$ cat src/rtl/multicycle_controller.sv
// Multi-cycle RV32I control FSM: sequences a shared-memory datapath (one memory port, one ALU)
// through fetch/decode/execute states, driving every datapath enable and mux select.
module multicycle_controller #(
  parameter logic [6:0] HALT_OPCODE = 7'b1110011
) (
  input  logic       clk,
  input  logic       rst,
  input  logic [6:0] opcode,
  input  logic [2:0] funct3,
  input  logic [6:0] funct7,
  input  logic       zero,
  output logic       PCWrite,
  output logic       AdrSrc,
  output logic       MemWrite,
  output logic       IRWrite,
  output logic [1:0] ResultSrc,
  output logic [1:0] ALUSrcA,
  output logic [1:0] ALUSrcB,
  output logic [2:0] ALUControl,
  output logic [2:0] ImmSrc,
  output logic       RegWrite,
  output logic       halted
);

  localparam logic [6:0] OP_LOAD   = 7'b0000011;
  localparam logic [6:0] OP_STORE  = 7'b0100011;
  localparam logic [6:0] OP_RTYPE  = 7'b0110011;
  localparam logic [6:0] OP_ITYPE  = 7'b0010011;
  localparam logic [6:0] OP_BRANCH = 7'b1100011;
  localparam logic [6:0] OP_JAL    = 7'b1101111;
  localparam logic [6:0] OP_JALR   = 7'b1100111;
  localparam logic [6:0] OP_LUI    = 7'b0110111;

  localparam logic [2:0] ALU_ADD = 3'b000;
  localparam logic [2:0] ALU_SUB = 3'b001;
  localparam logic [2:0] ALU_AND = 3'b010;
  localparam logic [2:0] ALU_OR  = 3'b011;
  localparam logic [2:0] ALU_XOR = 3'b100;
  localparam logic [2:0] ALU_SLT = 3'b101;

  typedef enum logic [3:0] {
    FETCH, DECODE, MEMADR, MEMREAD, MEMWB, MEMWRITE, EXECUTER,
    EXECUTEI, ALUWB, BRANCH, JAL, JALR, LUI, HALT
  } state_t;

  state_t state_q, state_d;
  state_t curState;
  logic [2:0] aluOp;
  logic unusedFunct7;

  assign unusedFunct7 = ^{funct7[6], funct7[4:0]};

  always_ff @(posedge clk) begin
    if (rst) state_q <= FETCH;
    else     state_q <= state_d;
  end

  always_comb begin
    state_d = FETCH;
    case (state_q)
      FETCH:  state_d = DECODE;
      DECODE: begin
        case (opcode)
          OP_LOAD, OP_STORE: state_d = MEMADR;
          OP_RTYPE:          state_d = EXECUTER;
          OP_ITYPE:          state_d = EXECUTEI;
          OP_BRANCH:         state_d = BRANCH;
          OP_JAL:            state_d = JAL;
          OP_JALR:           state_d = JALR;
          OP_LUI:            state_d = LUI;
          default:           state_d = (opcode == HALT_OPCODE) ? HALT : FETCH;
        endcase
      end
      MEMADR:   state_d = (opcode == OP_LOAD) ? MEMREAD : MEMWRITE;
      MEMREAD:  state_d = MEMWB;
      EXECUTER: state_d = ALUWB;
      EXECUTEI: state_d = ALUWB;
      JALR:     state_d = JAL;
      JAL:      state_d = ALUWB;
      LUI:      state_d = ALUWB;
      HALT:     state_d = HALT;
      default:  state_d = FETCH;
    endcase
  end

  // Shared R/I funct3 decode; only register-register ops may subtract
  always_comb begin
    aluOp = ALU_ADD;
    case (funct3)
      3'b000:  aluOp = (state_q == EXECUTER && funct7[5]) ? ALU_SUB : ALU_ADD;
      3'b010:  aluOp = ALU_SLT;
      3'b100:  aluOp = ALU_XOR;
      3'b110:  aluOp = ALU_OR;
      3'b111:  aluOp = ALU_AND;
      default: aluOp = ALU_ADD;
    endcase
  end

  always_comb begin
    case (opcode)
      OP_STORE:  ImmSrc = 3'b001;
      OP_BRANCH: ImmSrc = 3'b010;
      OP_JAL:    ImmSrc = 3'b011;
      OP_LUI:    ImmSrc = 3'b100;
      default:   ImmSrc = 3'b000;
    endcase
  end

  // Reset shows FETCH selects immediately but holds every enable low
  always_comb begin
    curState   = rst ? FETCH : state_q;
    PCWrite    = 1'b0;
    AdrSrc     = 1'b0;
    MemWrite   = 1'b0;
    IRWrite    = 1'b0;
    ResultSrc  = 2'b00;
    ALUSrcA    = 2'b00;
    ALUSrcB    = 2'b00;
    ALUControl = ALU_ADD;
    RegWrite   = 1'b0;
    halted     = 1'b0;
    case (curState)
      FETCH: begin
        IRWrite   = 1'b1;
        ALUSrcB   = 2'b10;
        ResultSrc = 2'b10;
        PCWrite   = 1'b1;
      end
      DECODE: begin
        ALUSrcA = 2'b01;
        ALUSrcB = 2'b01;
      end
      MEMADR: begin
        ALUSrcA = 2'b10;
        ALUSrcB = 2'b01;
      end
      MEMREAD: AdrSrc = 1'b1;
      MEMWB: begin
        ResultSrc = 2'b01;
        RegWrite  = 1'b1;
      end
      MEMWRITE: begin
        AdrSrc   = 1'b1;
        MemWrite = 1'b1;
      end
      EXECUTER: begin
        ALUSrcA    = 2'b10;
        ALUControl = aluOp;
      end
      EXECUTEI: begin
        ALUSrcA    = 2'b10;
        ALUSrcB    = 2'b01;
        ALUControl = aluOp;
      end
      ALUWB: RegWrite = 1'b1;
      BRANCH: begin
        ALUSrcA    = 2'b10;
        ALUControl = ALU_SUB;
        PCWrite    = (funct3 == 3'b000) ? zero : (funct3 == 3'b001) ? ~zero : 1'b0;
      end
      JALR: begin
        ALUSrcA = 2'b10;
        ALUSrcB = 2'b01;
      end
      JAL: begin
        ALUSrcA = 2'b01;
        ALUSrcB = 2'b10;
        PCWrite = 1'b1;
      end
      LUI: begin
        ALUSrcA = 2'b11;
        ALUSrcB = 2'b01;
      end
      HALT:    halted = 1'b1;
      default: ;
    endcase
    if (rst) begin
      PCWrite = 1'b0;
      IRWrite = 1'b0;
    end
  end

endmodule
$ cat config.mk
export PLATFORM = sky130hd
export DESIGN_NAME = multicycle_controller
export DESIGN_NICKNAME = d
export VERILOG_FILES = /design/src/rtl/multicycle_controller.sv
export SDC_FILE = /design/constraint.sdc
export NUM_CORES = 1
export LEC_CHECK = 0
export ABC_AREA = 1
export ABC_CLOCK_PERIOD_IN_PS = 2000
export CAP_MARGIN = 15
export CORE_MARGIN = 1.5
export CORE_UTILIZATION = 39
export CTS_CLUSTER_DIAMETER = 50
export CTS_CLUSTER_SIZE = 20
export DETAILED_ROUTE_END_ITERATION = 8
export PLACE_DENSITY = 0.92
export SLEW_MARGIN = 25
export SYNTH_ARGS = -nofsm -noshare
export SYNTH_HDL_FRONTEND = slang
export SYNTH_SLANG_ARGS = --single-unit
$ cat constraint.sdc
create_clock -name clk -period 2 [get_ports clk]
set_input_delay 0.5 -clock clk [delete_from_list [all_inputs] [get_ports clk]]
set_output_delay 0.5 -clock clk [all_outputs]
set_load 0.005 [all_outputs]
==> results.md <==
* Status: complete, but fails checks
* Failing checks: negative setup slack
* Final max-slew violation count at 0
* Total CTS buffers at 3
* Final instance area at 1490 um^2
* Delay-heaviest family, CP: simple AND/OR/NAND/NOR gates
* Largest registers: state_q x4
* Residual DRC at 0
* Routed Antenna Nets at 0
* Root buf cell: clkbuf_4
* Antenna Cells at 0
* Drt pass-1 iters at 4
* Synthesis-stage register bit count at 4
* Crit-path max FO at 5
* Worst Setup End Kind: output pin
* Vias per std cell at slightly above 5
* TritonCTS clock tree: built
* Initial antenna violation count at 0
* P&R area growth vs syn at 107%
* Critical-path cell with the highest stage delay: dfxtp_2
* DP HPWL at ~2.2 mm
* Vias at 1,253
* Core area at around 1700 um^2
* Clock skew at roughly 0.0053 ns
* Worst R2R End: state_q[2]$_SDFF_PP0_
* Pleak at 0.837 nW
* Die area at roughly 2100 um^2
* Die Wd at about 46 um
* RSZ-0062 raised after global routing: yes
* Clk sinks at 4
* CP max stage delay at about 0.32 ns
* Power Density at ~250 nW/um^2
* # rows at 15
* Fraction of layout cells with a size suffix above 1 at between 50 and 60%
* Max-cap check violation count at 0
* Port Buffers at 31
* Final period utilization at 101%
* Largest reg by FF count: state_q
* Post-Route WL at around 3.5 mm
* Worst Path Buf+Inv at 5
* Setup ws final at -0.0144 ns
* Placer Congestion at ~0.9
* Clk buf depth at 2
* # hold bufs at CTS at 0
* First-pass GRT wire length at 5.06 mm
* Clk Latency, worst-skew pair at around 0.25 ns
* Worst hold margin at 0.562 ns
* GRT Residual Overflow at 0
* Avg Cell Area, Syn at approximately 5.3 um^2
* Area post-placement at between 1000 and 1500 um^2
* Final Setup Violations at 2
* IO Pins at 38
* Worst R2R Start: state_q[1]$_SDFF_PP0_
* Setup crit start kind: flop
* Wire per inst at 14.5 um
* Warnings from Yosys at 0
* Pwr Total at 0.372 mW
* R2R depth at 11
* WS Path Type: flop to output pin
* Tot GR Track Use at 33.1%
* Relative slew slack at ~82%
* Final hold vios at 0
* Max FFs per register at 4
* CP arrival at 1.51 ns
* Initial core utilization at a little over two fifths
* Sequential area share after synthesis at between 10 and 15%
* CP cell instances: buf_6 > nor2_4 > inv_2 > buf_6 > nor3_4 > nand2_1 > nand2_2 > inv_2 > nand2_1 > buf_2
* Cell Area, Synth at between 700 and 800 um^2
* Syn Inst Count at between 100 and 150
* Final setup TNS at -0.0286 ns
* Largest net degree at the start of global routing at 7
* Synthesized Nets at 156
* Register-to-register setup slack at between 0.4 and 0.5 ns
* Hold_sp: rst
* WHS Endpoint: state_q[2]$_SDFF_PP0_
* Slew at the pin closest to its max-slew limit at 0.268 ns
* Fin crit period at around 2.0 ns
* Hold WC Path Type: primary input to flop
* Max Freq at between 400 and 500 MHz
* Initial drt markers at 29
* WP data required at 1.50 ns
* Clk slew on worst S/H paths at 0.04 ns
* Die height at 46.0 um
* Cells on Worst Hold Path at 3
* Peak VDD IR at 259 uV
* Fillers at between 100 and 150
* Depth of the CTS H-tree at 1
* Post-synth cell types at 23
* Number of global-route vias before repair at about 1.2k
* Nets at ~240
-- cells in the final DEF, fill, tap and decap left out, types with 2 or more instances in the layout --
cell | Yosys | layout
nand3_1 | 9 | 5
buf_2 | 2 | 7
dlygate4sd2_1 | 0 | 17
dfxtp_4 | 0 | 3
clkbuf_2 | 0 | 5
clkbuf_4 | 0 | 3
nand3_2 | 0 | 4
buf_6 | 0 | 3
a21oi_1 | 4 | 4
nand2_1 | 43 | 38
a31oi_1 | 2 | 2
nor2_2 | 5 | 5
nand4_1 | 3 | 3
inv_1 | 16 | 13
nor2_1 | 22 | 15
nor2_4 | 2 | 9
inv_2 | 8 | 11
a21oi_2 | 2 | 2
nor3_4 | 2 | 2
o21ai_0 | 3 | 2
nand2_2 | 2 | 7
buf_4 | 0 | 48
-- how the worst max path moves through the flow --
| stage | startpoint | end | slack (ns) | cells after the start |
|---|---|---|---|---|
| floorplan | rst | PCWrite | 0.23 | 7 |
| global placement | rst | PCWrite | -0.54 | 7 |
| detailed placement | rst | PCWrite | -0.60 | 7 |
| CTS | zero | PCWrite | -0.02 | 5 |
| global route | state_q[1]$_SDFF_PP0_ | ALUSrcB[0] | -0.09 | 10 |
| finish | state_q[1]$_SDFF_PP0_ | ALUSrcA[0] | -0.01 | 10 |
-- synth_stat cells --
master    number  area (um^2)
nand2_1       43          161
nor2_1        22         82.6
inv_1         16         60.1
nand3_1        9         45.0
inv_2          8         30.0
nor2_2         5         31.3
a21oi_1        4         20.0
dfxtp_1        4         80.1
nand4_1        3         18.8
o21ai_0        3         15.0
a21oi_2        2         17.5
a31oi_1        2         12.5
buf_2          2         10.0
nand2_2        2         12.5
nor2_4         2         22.5
nor3_4         2         32.5
nand3b_1       1         7.51
nor4_4         1         21.3
o21ai_2        1         8.76
o21bai_1       1         7.51
o22ai_1        1         6.26
o31ai_1        1         7.51
xor2_1         1         8.76
-- logic make-up after synthesis --
family                    share of synthesized area, %
and+or+nand+nor                                   60.5
xor gates and xnor gates                          1.22
AOI/OAI and AO/OA                                 13.2
buffers and inverters                             13.9
DFF                                               11.1
-- layer usage --
metal,global-route usage [%],part of all wire [%]
met5,0,0
met4,14.9,5.5
met3,5.16,3.8
met2,66.1,54
met1,31.8,37
-- worst reg2reg max path, delay by kind of cell, from the launching register on --
kind	cells	cell delay, ns
AO/OA/AOI/OAI	1	0.11
buffers and inverters	5	0.54
flip-flops	1	0.32
AND/OR/NAND/NOR	5	0.52
-- cell type report --
type                    instances  area, um^2  area share, %
multi-input cells             106         629           42.2
repair buffers                 82         626           41.9
flip-flops and latches          4        92.6           6.21
well taps                      25        31.3           2.10
clock buffers                   3        22.5           1.51
inverters                      24        90.1           6.04
-- stage by stage --
step / util (%) / setup WS, ns / std cells
2_1_floorplan: - / 0.231 / 136
3_3_place_gp: 77.0 / -0.539 / 227
3_5_place_dp: 77.0 / -0.602 / 227
4_1_cts: 84.3 / -0.0233 / 240
5_1_grt: 86.4 / -0.0918 / 244
6_report: 86.4 / -0.0144 / 244
-- power by group --
part	internal, mW	leakage [nW]	total, mW	switching, mW
logic	0.0906	0.788	0.182	0.0918
clock network	0.0673	0.0138	0.105	0.0375
registers	0.0805	0.0352	0.0843	0.00377
total	0.238	0.837	0.372	0.133
-- repair_timing --
action,in CTS,in global routing
pin swaps,12,11
endpoints found under the setup margin,18,12
hold endpoints to repair,0,0
gates resized for setup,74,25
buffers inserted,10,4
Power figures use the tool's default switching activity.
